**src/rtl/rgb_update_arbiter_pkg.sv**
```systemverilog
`default_nettype none
//============================================================================
// Module : rgb_pkg
// Brief  : Shared constants and types for the PL9823 update arbiter.
// Rev    : 1.0  initial release
//============================================================================
package rgb_pkg;

    localparam int         NUM_LEDS     = 3;
    localparam logic [1:0] IDX_BCAST    = 2'd3;
    localparam int         HOLD_DEFAULT = 9300;
    localparam int         CNT_W        = 14;

    typedef struct packed {
        logic [7:0] rot;
        logic [7:0] gruen;
        logic [7:0] blau;
    } colour_t;

    typedef enum logic [0:0] {
        ST_GRANT = 1'b0,
        ST_ACKS  = 1'b1
    } arb_state_t;

endpackage
`default_nettype wire

```
**src/rtl/rgb_update_arbiter_if.sv**
```systemverilog
`default_nettype none
//============================================================================
// Module : rgb_update_arbiter_if
// Brief  : Write handshake bundle for requesters A and B.
// Rev    : 1.0  initial release
//============================================================================
interface rgb_update_arbiter_if;
    import rgb_pkg::*;

    logic       A_REQ;
    logic [1:0] A_IDX;
    logic [7:0] A_ROT;
    logic [7:0] A_GRUEN;
    logic [7:0] A_BLAU;
    logic       A_COMMIT;
    logic       A_ACK;

    logic       B_REQ;
    logic [1:0] B_IDX;
    logic [7:0] B_ROT;
    logic [7:0] B_GRUEN;
    logic [7:0] B_BLAU;
    logic       B_COMMIT;
    logic       B_ACK;

    modport master (
        output A_REQ, A_IDX, A_ROT, A_GRUEN, A_BLAU, A_COMMIT,
        output B_REQ, B_IDX, B_ROT, B_GRUEN, B_BLAU, B_COMMIT,
        input  A_ACK, B_ACK
    );

    modport slave (
        input  A_REQ, A_IDX, A_ROT, A_GRUEN, A_BLAU, A_COMMIT,
        input  B_REQ, B_IDX, B_ROT, B_GRUEN, B_BLAU, B_COMMIT,
        output A_ACK, B_ACK
    );

endinterface
`default_nettype wire

```
**src/rtl/rgb_update_arbiter_rr_arb2.sv**
```systemverilog
`default_nettype none
//============================================================================
// Module : rr_arb2
// Brief  : Two-requester round-robin arbiter with a grant/ack FSM.
// Rev    : 1.0  initial release
//============================================================================
module rr_arb2
    import rgb_pkg::*;
(
    input  wire logic CLK,
    input  wire logic RST,
    input  wire logic i_req_a,
    input  wire logic i_req_b,
    output logic      o_gnt_a,
    output logic      o_gnt_b,
    output logic      o_ack_a,
    output logic      o_ack_b
);

    arb_state_t r_state;
    arb_state_t w_state_nxt;
    logic       r_last_b;
    logic       w_last_b_nxt;

    always_ff @(posedge CLK) begin
        if (RST) begin
            r_state  <= ST_GRANT;
            r_last_b <= 1'b1;
        end else begin
            r_state  <= w_state_nxt;
            r_last_b <= w_last_b_nxt;
        end
    end

    // Acks come only from registered state, so no input reaches them combinationally.
    always_comb begin
        w_state_nxt  = r_state;
        w_last_b_nxt = r_last_b;
        o_gnt_a      = 1'b0;
        o_gnt_b      = 1'b0;
        o_ack_a      = 1'b0;
        o_ack_b      = 1'b0;
        case (r_state)
            ST_GRANT: begin
                if (i_req_a && (!i_req_b || r_last_b)) begin
                    o_gnt_a      = 1'b1;
                    w_last_b_nxt = 1'b0;
                    w_state_nxt  = ST_ACKS;
                end else if (i_req_b) begin
                    o_gnt_b      = 1'b1;
                    w_last_b_nxt = 1'b1;
                    w_state_nxt  = ST_ACKS;
                end
            end
            ST_ACKS: begin
                o_ack_a     = ~r_last_b;
                o_ack_b     = r_last_b;
                w_state_nxt = ST_GRANT;
            end
            default: w_state_nxt = ST_GRANT;
        endcase
    end

endmodule
`default_nettype wire

```
**src/rtl/rgb_update_arbiter.sv**
```systemverilog
`default_nettype none
//============================================================================
// Module : rgb_update_arbiter
// Brief  : Shadow colour buffer with rate-limited atomic commit to 3 LEDs.
// Rev    : 1.0  initial release
//============================================================================
module rgb_update_arbiter
    import rgb_pkg::*;
#(
    parameter int HOLD_CYCLES = HOLD_DEFAULT
)(
    input  wire logic           CLK,
    input  wire logic           RST,
    rgb_update_arbiter_if.slave host,
    output logic [7:0]          D1_ROT,
    output logic [7:0]          D1_GRUEN,
    output logic [7:0]          D1_BLAU,
    output logic [7:0]          D2_ROT,
    output logic [7:0]          D2_GRUEN,
    output logic [7:0]          D2_BLAU,
    output logic [7:0]          D3_ROT,
    output logic [7:0]          D3_GRUEN,
    output logic [7:0]          D3_BLAU,
    output logic                PENDING
);

    localparam logic [CNT_W-1:0] C_HOLD_LOAD = CNT_W'(HOLD_CYCLES - 1);

    logic       w_gnt_a;
    logic       w_gnt_b;
    logic       w_ack_a;
    logic       w_ack_b;
    logic       w_wr;
    logic       w_commit;
    logic [1:0] w_idx;
    colour_t    w_pay;
    logic       w_apply;
    logic       w_idle;

    colour_t          r_shadow [NUM_LEDS];
    colour_t          r_out    [NUM_LEDS];
    logic [CNT_W-1:0] r_hold;
    logic             r_pending;
    logic             r_apply_due;

    rr_arb2 u_arb (
        .CLK     (CLK),
        .RST     (RST),
        .i_req_a (host.A_REQ),
        .i_req_b (host.B_REQ),
        .o_gnt_a (w_gnt_a),
        .o_gnt_b (w_gnt_b),
        .o_ack_a (w_ack_a),
        .o_ack_b (w_ack_b)
    );

    assign host.A_ACK = w_ack_a;
    assign host.B_ACK = w_ack_b;

    assign w_wr     = w_gnt_a | w_gnt_b;
    assign w_idx    = w_gnt_a ? host.A_IDX : host.B_IDX;
    assign w_pay    = w_gnt_a ? colour_t'{host.A_ROT, host.A_GRUEN, host.A_BLAU}
                              : colour_t'{host.B_ROT, host.B_GRUEN, host.B_BLAU};
    assign w_commit = w_wr & (w_gnt_a ? host.A_COMMIT : host.B_COMMIT);

    // An apply on this edge reloads the timer, so a commit landing now must wait.
    assign w_apply = r_apply_due | (r_pending & (r_hold == '0));
    assign w_idle  = (r_hold == '0) & ~w_apply;

    always_ff @(posedge CLK) begin
        if (RST) begin
            for (int i = 0; i < NUM_LEDS; i++) begin
                r_shadow[i] <= '0;
            end
        end else if (w_wr) begin
            for (int i = 0; i < NUM_LEDS; i++) begin
                if (w_idx == IDX_BCAST || w_idx == 2'(i)) begin
                    r_shadow[i] <= w_pay;
                end
            end
        end
    end

    always_ff @(posedge CLK) begin
        if (RST) begin
            for (int i = 0; i < NUM_LEDS; i++) begin
                r_out[i] <= '0;
            end
        end else if (w_apply) begin
            r_out <= r_shadow;
        end
    end

    always_ff @(posedge CLK) begin
        if (RST) begin
            r_hold      <= '0;
            r_pending   <= 1'b0;
            r_apply_due <= 1'b0;
        end else begin
            if (w_apply) begin
                r_hold <= C_HOLD_LOAD;
            end else if (r_hold != '0) begin
                r_hold <= r_hold - 1'b1;
            end
            r_apply_due <= w_commit & w_idle;
            if (w_commit && !w_idle) begin
                r_pending <= 1'b1;
            end else if (w_apply) begin
                r_pending <= 1'b0;
            end
        end
    end

    assign D1_ROT   = r_out[0].rot;
    assign D1_GRUEN = r_out[0].gruen;
    assign D1_BLAU  = r_out[0].blau;
    assign D2_ROT   = r_out[1].rot;
    assign D2_GRUEN = r_out[1].gruen;
    assign D2_BLAU  = r_out[1].blau;
    assign D3_ROT   = r_out[2].rot;
    assign D3_GRUEN = r_out[2].gruen;
    assign D3_BLAU  = r_out[2].blau;
    assign PENDING  = r_pending;

endmodule
`default_nettype wire

```
**src/flat_wrapper.sv**
```systemverilog
// flat-port wrapper written by rule: the top's interface ports become plain ports
module rgb_update_arbiter_flat import rgb_pkg::*;
#(
    parameter int HOLD_CYCLES = HOLD_DEFAULT
)
  (CLK, RST, D1_ROT, D1_GRUEN, D1_BLAU, D2_ROT, D2_GRUEN, D2_BLAU, D3_ROT, D3_GRUEN, D3_BLAU, PENDING, host_A_REQ, host_A_IDX, host_A_ROT, host_A_GRUEN, host_A_BLAU, host_A_COMMIT, host_B_REQ, host_B_IDX, host_B_ROT, host_B_GRUEN, host_B_BLAU, host_B_COMMIT, host_A_ACK, host_B_ACK);
  rgb_update_arbiter_if host_i ();
  input  wire logic CLK;
  input  wire logic RST;
  output logic [7:0] D1_ROT;
  output logic [7:0] D1_GRUEN;
  output logic [7:0] D1_BLAU;
  output logic [7:0] D2_ROT;
  output logic [7:0] D2_GRUEN;
  output logic [7:0] D2_BLAU;
  output logic [7:0] D3_ROT;
  output logic [7:0] D3_GRUEN;
  output logic [7:0] D3_BLAU;
  output logic PENDING;
  input wire logic [$bits(host_i.A_REQ)-1:0] host_A_REQ;
  input wire logic [$bits(host_i.A_IDX)-1:0] host_A_IDX;
  input wire logic [$bits(host_i.A_ROT)-1:0] host_A_ROT;
  input wire logic [$bits(host_i.A_GRUEN)-1:0] host_A_GRUEN;
  input wire logic [$bits(host_i.A_BLAU)-1:0] host_A_BLAU;
  input wire logic [$bits(host_i.A_COMMIT)-1:0] host_A_COMMIT;
  input wire logic [$bits(host_i.B_REQ)-1:0] host_B_REQ;
  input wire logic [$bits(host_i.B_IDX)-1:0] host_B_IDX;
  input wire logic [$bits(host_i.B_ROT)-1:0] host_B_ROT;
  input wire logic [$bits(host_i.B_GRUEN)-1:0] host_B_GRUEN;
  input wire logic [$bits(host_i.B_BLAU)-1:0] host_B_BLAU;
  input wire logic [$bits(host_i.B_COMMIT)-1:0] host_B_COMMIT;
  output wire logic [$bits(host_i.A_ACK)-1:0] host_A_ACK;
  output wire logic [$bits(host_i.B_ACK)-1:0] host_B_ACK;
  assign host_i.A_REQ = host_A_REQ;
  assign host_i.A_IDX = host_A_IDX;
  assign host_i.A_ROT = host_A_ROT;
  assign host_i.A_GRUEN = host_A_GRUEN;
  assign host_i.A_BLAU = host_A_BLAU;
  assign host_i.A_COMMIT = host_A_COMMIT;
  assign host_i.B_REQ = host_B_REQ;
  assign host_i.B_IDX = host_B_IDX;
  assign host_i.B_ROT = host_B_ROT;
  assign host_i.B_GRUEN = host_B_GRUEN;
  assign host_i.B_BLAU = host_B_BLAU;
  assign host_i.B_COMMIT = host_B_COMMIT;
  assign host_A_ACK = host_i.A_ACK;
  assign host_B_ACK = host_i.B_ACK;
  rgb_update_arbiter #(.HOLD_CYCLES(HOLD_CYCLES)) u_core (.CLK(CLK), .RST(RST), .host(host_i), .D1_ROT(D1_ROT), .D1_GRUEN(D1_GRUEN), .D1_BLAU(D1_BLAU), .D2_ROT(D2_ROT), .D2_GRUEN(D2_GRUEN), .D2_BLAU(D2_BLAU), .D3_ROT(D3_ROT), .D3_GRUEN(D3_GRUEN), .D3_BLAU(D3_BLAU), .PENDING(PENDING));
endmodule
```
**config.mk**
```make
export PLATFORM = sky130hd
export DESIGN_NAME = rgb_update_arbiter_flat
export DESIGN_NICKNAME = d
export VERILOG_FILES = /design/src/rtl/rgb_update_arbiter_pkg.sv /design/src/rtl/rgb_update_arbiter_if.sv /design/src/rtl/rgb_update_arbiter_rr_arb2.sv /design/src/rtl/rgb_update_arbiter.sv /design/src/flat_wrapper.sv
export SDC_FILE = /design/constraint.sdc
export NUM_CORES = 1
export LEC_CHECK = 0
export CAP_MARGIN = 40
export CORE_MARGIN = 3
export CORE_UTILIZATION = 50
export CTS_CLUSTER_SIZE = 8
export DETAILED_ROUTE_END_ITERATION = 8
export GPL_ROUTABILITY_DRIVEN = 0
export PLACE_DENSITY_LB_ADDON = 0.25
export SLEW_MARGIN = 5
export SYNTH_ARGS = -nofsm -noshare
export SYNTH_HDL_FRONTEND = slang
export SYNTH_SLANG_ARGS = --single-unit
```
**constraint.sdc**
```tcl
create_clock -name CLK -period 2.5 [get_ports CLK]
set_clock_uncertainty 0.2 [all_clocks]
set_input_delay 0.5 -clock CLK [delete_from_list [all_inputs] [get_ports CLK]]
set_output_delay 0.5 -clock CLK [all_outputs]
set_load 0.02 [all_outputs]
```
=== After elaboration in Yosys (flattened, before gate mapping) ===
Cells that the tools add are included.

* Add/subtract/negate cells: 1
* Multiplexer cells: 18
* Reductions and logical operators: 19
* Bitwise operators: 9
* Equality and inequality tests: 3

{| class="wikitable"
|+ Operators by type and width
! operator !! number
|-
| $mux 14 || 2
|-
| $mux 24 || 1
|-
| $logic_not 14->1 || 1
|-
| $reduce_bool 14->1 || 1
|-
| $sub 14x1->14 const B || 1
|-
| $mux 1 || 13
|-
| $reduce_and 2->1 || 4
|-
| $reduce_bool 2->1 || 3
|-
| $and 1x1->1 || 4
|-
| $eq 2x2->1 const B || 2
|-
| $logic_or 1x1->1 || 4
|-
| $not 1->1 || 3
|-
| $eq 2x1->1 const B || 1
|-
| $logic_and 1x1->1 || 2
|-
| $logic_not 1->1 || 2
|-
| $logic_not 2->1 || 1
|-
| $mux 2 || 1
|-
| $or 1x1->1 || 2
|-
| $pmux 1 s2 || 1
|-
| $reduce_or 2->1 || 1
|}

* Bits of input ports: 58
* Logic and storage cells: 74
* Output and inout bits: 75
* Flip-flop bits (word level): 162

=== Logic depth before layout (Yosys ltp) ===
* Word-level depth: 9
* Mapped depth: 9
* Mapped depth without buffers: 7

=== Hierarchy ===
A second synthesis with hierarchy kept.

* Cells, all modules: 702
* Area total of the unflattened synthesis: 6800.3 sq um

{| class="wikitable"
|+ By module, submodules not included
! module !! seq. area each (sq um) !! cells each !! area each (sq um) !! times used
|-
| rgb_update_arbiter || 3203.1 || 689 || 6688.9 || 1
|-
| rr_arb2 || 40.0 || 13 || 111.4 || 1
|}

=== Worst setup path before layout ===
No wires, ideal clock.

* Path type: register to register
* Start point: reg u_core.r_hold[0]
* End point: reg u_core.r_out, in the netlist u_core.D2_BLAU[4]
* Data required time: 2.168 ns
* Buffers on the path: 2
* Library setup time: 0.132 ns
* Period minus slack after synthesis: 2.113 ns
* Arrival time: 1.781 ns
* Stages on the path, launching flop included: 10
* Path slack: 0.387 ns
* Cell sequence: dfxtp_1 > inv_1 > ha_1 > or4b_4 > nor2_4 > a31oi_2 > buf_2 > buf_2 > nand2_1 > a21oi_1

* Cells in the longest elaborated chain, start to end: 3

{| class="wikitable"
|+ Ends and longest elaborated chain
! item !! line !! source
|-
| start: declaration || rgb_update_arbiter.sv:42 || <nowiki>logic [CNT_W-1:0] r_hold;</nowiki>
|-
| start signal: assignment || rgb_update_arbiter.sv:103 || <nowiki>r_hold <= r_hold - 1'b1;</nowiki>
|-
| $logic_not 14->1 || rgb_update_arbiter.sv:67 || <nowiki>assign w_apply = r_apply_due | (r_pending & (r_hold == '0));</nowiki>
|-
| $and 1x1->1 || rgb_update_arbiter.sv:67 ||
|-
| $or 1x1->1 || rgb_update_arbiter.sv:67 ||
|-
| end signal: assignment || rgb_update_arbiter.sv:90 || <nowiki>r_out <= r_shadow;</nowiki>
|-
| end: declaration || rgb_update_arbiter.sv:41 || <nowiki>colour_t r_out [NUM_LEDS];</nowiki>
|}

No other way between the ends.
A chain may end at the register's enable or synchronous reset.

=== Final worst setup path ===
* Start point: reg u_core.r_hold[0]
* End point: reg u_core.r_out, in the netlist u_core.D1_BLAU[3]

The elaborated chain is that of the path after synthesis.

==> Implementation_results.wiki <==
{| class="wikitable"
! Metric !! Value
|-
| Run status || finished, final reports clean
|-
| Area of the core region || 11700 sq um
|-
| Pin count of the biggest net entering global routing || 103
|-
| Count of standard-cell rows || 39
|-
| Hold Vio Cnt, Final || 0
|-
| Syn Inst Count || 693
|-
| Mean number of vias per cell || 5.50
|-
| Effective utilization at floorplan || 52.2%
|-
| Number of clock buffers inserted by TritonCTS || 17
|-
| Crit Path Max Fanout || 39
|-
| Buffer cell driving the clock tree root || clkbuf_16
|-
| TritonCTS clock tree || built
|-
| Vias in the first global route || 5295
|-
| Mean instance size in the synthesized netlist || 8.78 sq um
|-
| Worst setup timing slack at the placement stage || -0.118 ns
|-
| Clock network latency to the later pin of the worst-skew pair || 0.42 ns
|-
| Post-synthesis net count || 752
|-
| Register bit count reported by yosys || 162
|-
| Warnings, synthesis || 0
|-
| Fmax || 0.429 GHz
|-
| Number of port buffers || 132
|-
| Total wire length after detailed routing || 16.6 mm
|-
| Synth-to-Final Area Change || 37.0%
|-
| Worst path setup slack after routing || 0.169 ns
|-
| Number of max-cap violations || 0
|-
| Startpoint class of the critical path || flop
|-
| Setup repair bufs after CTS || 0
|-
| Yosys top cell by area || dfxtp_1
|-
| Area share of the leading cell type in the synthesized netlist || 53.3%
|-
| Final setup vio count || 0
|-
| Clock-pin slew on the worst setup and hold paths || 0.06 ns
|-
| Max Transition Viols Final || 0
|-
| Final Instance Count excl. Fillers || 984
|-
| Post-CTS sizing || 0
|-
| Arrival time worst endpoint || 2.45 ns
|-
| Worst hold slack across all endpoints || 0.249 ns
|-
| Antenna Violating Nets Remaining || 0
|-
| Power per Cell Area || 944 nW/um^2
|-
| Slew HR || 59.5%
|-
| Leading cell type in the layout, fill and taps excluded || dfxtp_1
|-
| CTS Sinks || 162
|-
| Fraction of layout cells with a size suffix above 1 || 8.68%
|-
| CP Data Required Time || 2.62 ns
|-
| WL per Instance || 16.9 microns
|-
| Htree depth || 4
|-
| Cell variety after synth || 42
|-
| Period Utilization, post-route || 93.2%
|-
| Peak supply drop || 0.867 mV
|-
| Total leakage power || 0.00304 uW
|-
| Setup repair after global routing missed its margin || no
|-
| Setup CP Type || flop to flop
|-
| Clock period minus final worst setup slack || 2.33 ns
|-
| Clock Tree Buf Depth || 2
|-
| Total power consumption of the routed design || 7870 uW
|-
| Post-detail-place hpwl || 11.5 mm
|-
| Leading cell types in the layout, fill and taps excluded || dfxtp_1, nand2_1, clkdlybuf4s50_1
|-
| Classification of the worst-slack hold path || flop to flop
|-
| Transition time of the tightest slew-check pin || 0.606 ns
|-
| CTS hold repair buffers || 0
|-
| Overall Global Routing Usage || 25.2%
|-
| Floorplan die height || 116 microns
|-
| Number of design rule violations left after detail routing || 0
|-
| Count of nets after finishing || 887
|-
| Count of placed standard cells including taps || 952
|-
| Crit path capture type || flop
|-
| Die area || 13500 sq um
|-
| Area contributors post-synth || dfxtp_1, nand2_1, a211oi_1
|-
| Count of boundary I/O pins || 133
|-
| DR iter-0 viols || 404
|-
| Seq/Total Area, Yosys || 53.3%
|-
| Cell Area, Synth || 6090 sq um
|-
| Grt total ovfl || 0
|-
| Length of the first detailed-routing pass in iterations || 5
|-
| Width of the chip || 116 microns
|-
| Fraction of registers with async set or reset after synthesis || 0%
|-
| Initial antenna violation count || 0
|-
| Detailed-route via count || 5411
|-
| Number of flops mapped to enable cells by yosys || 0
|-
| Number of antenna diodes || 0
|-
| Most frequently used flop master after synthesis || dfxtp_1
|-
| Global-route wire length before repair || 26.4 mm
|}
==> where the power goes <==
part           internal [uW]  leakage, uW  switching [uW]  total [uW]
registers               2880      0.00132             222        3100
logic                    811      0.00141            1140        1950
clock network           1820     0.000310             996        2820
total                   5510      0.00304            2360        7870
==> metrics by stage <==
stage / utilization, % / area (sq um) / TNS (ns)
4_1_cts: 71.5 / 8340 / 0
3_5_place_dp: 66.0 / 7690 / -4.45
6_report: 71.5 / 8340 / 0
2_1_floorplan: - / 6090 / 0
5_1_grt: 71.5 / 8340 / 0
3_3_place_gp: 66.0 / 7690 / -0.205
==> state kept, by name, indices dropped and copies added (netlist names) <==
name                   count
u_core.D1_BLAU             8
u_core.D1_GRUEN            8
u_core.D1_ROT              8
u_core.D2_BLAU             8
u_core.D2_GRUEN            8
u_core.D2_ROT              8
u_core.D3_BLAU             8
u_core.D3_GRUEN            8
u_core.D3_ROT              8
u_core.PENDING             1
u_core.r_apply_due         1
u_core.r_hold             14
u_core.r_shadow           72
u_core.u_arb.r_last_b      1
u_core.u_arb.r_state       1
==> synthesized netlist by cell type (3+ instances only) <==
cell type and n:
a21oi_1 78, nand3_1 3, clkbuf_1 23, dfxtp_1 162, o21ai_0 6, buf_2 19, inv_1 3, mux2i_1 25
buf_6 5, nand2_1 153, a31oi_1 3, a211oi_1 72, or3_1 3, nor3_1 6, xor2_1 9, nand2b_1 4
nor2_1 87
==> kinds of logic (layout without fill, tap and decap cells) <==
group | after synthesis | after routing | share of synthesized area, %
flip-flops | 162 | 162 | 53.3
multiplexers | 26 | 26 | 4.30
AO/OA/AOI/OAI | 166 | 166 | 17.2
AND/OR/NAND/NOR | 272 | 272 | 18.3
adder cells (fa/ha/maj) | 1 | 1 | 0.206
XOR/XNOR | 11 | 11 | 1.58
buffers and inverters | 55 | 203 | 5.16
==> cell type report <==
cell class / instances / area [sq um]
inverter: 3 / 11.3
fill: 860 / 3320
sequential: 162 / 3240
multi-input combinational: 476 / 2570
tap: 143 / 179
timing repair buffer: 168 / 1690
clock inverter: 10 / 180
clock buffer: 22 / 464
==> critical path, stage by stage (launching register included) <==
cell	delay, ns
dfxtp_1	0.33
inv_1	0.06
ha_1	0.20
or4b_4	0.54
nor2_4	0.17
a31o_4	0.20
buf_12	0.20
nand2_1	0.09
a21oi_1	0.23
==> layer usage <==
metal | GRT usage (%) | part of all wire, % | wire, microns
met5 | 0 | 0 | 0
met4 | 11.8 | 3.3 | 548
met3 | 6.48 | 6.1 | 1020
met2 | 40.7 | 49 | 8210
met1 | 31.7 | 41 | 6840
==> final timing paths <==
| check | startpoint | to | slack (ns) | cells after the start |
|---|---|---|---|---|
| min | u_core.D3_GRUEN[3] | u_core.D3_GRUEN[3] | 0.25 | 2 |
| max reg2reg | u_core.r_hold[0] | u_core.D1_BLAU[3] | 0.17 | 8 |
| max | u_core.r_hold[0] | u_core.D1_BLAU[3] | 0.17 | 8 |
| min reg2reg | u_core.D3_GRUEN[3] | u_core.D3_GRUEN[3] | 0.25 | 2 |
Power figures use the tool's default switching activity.
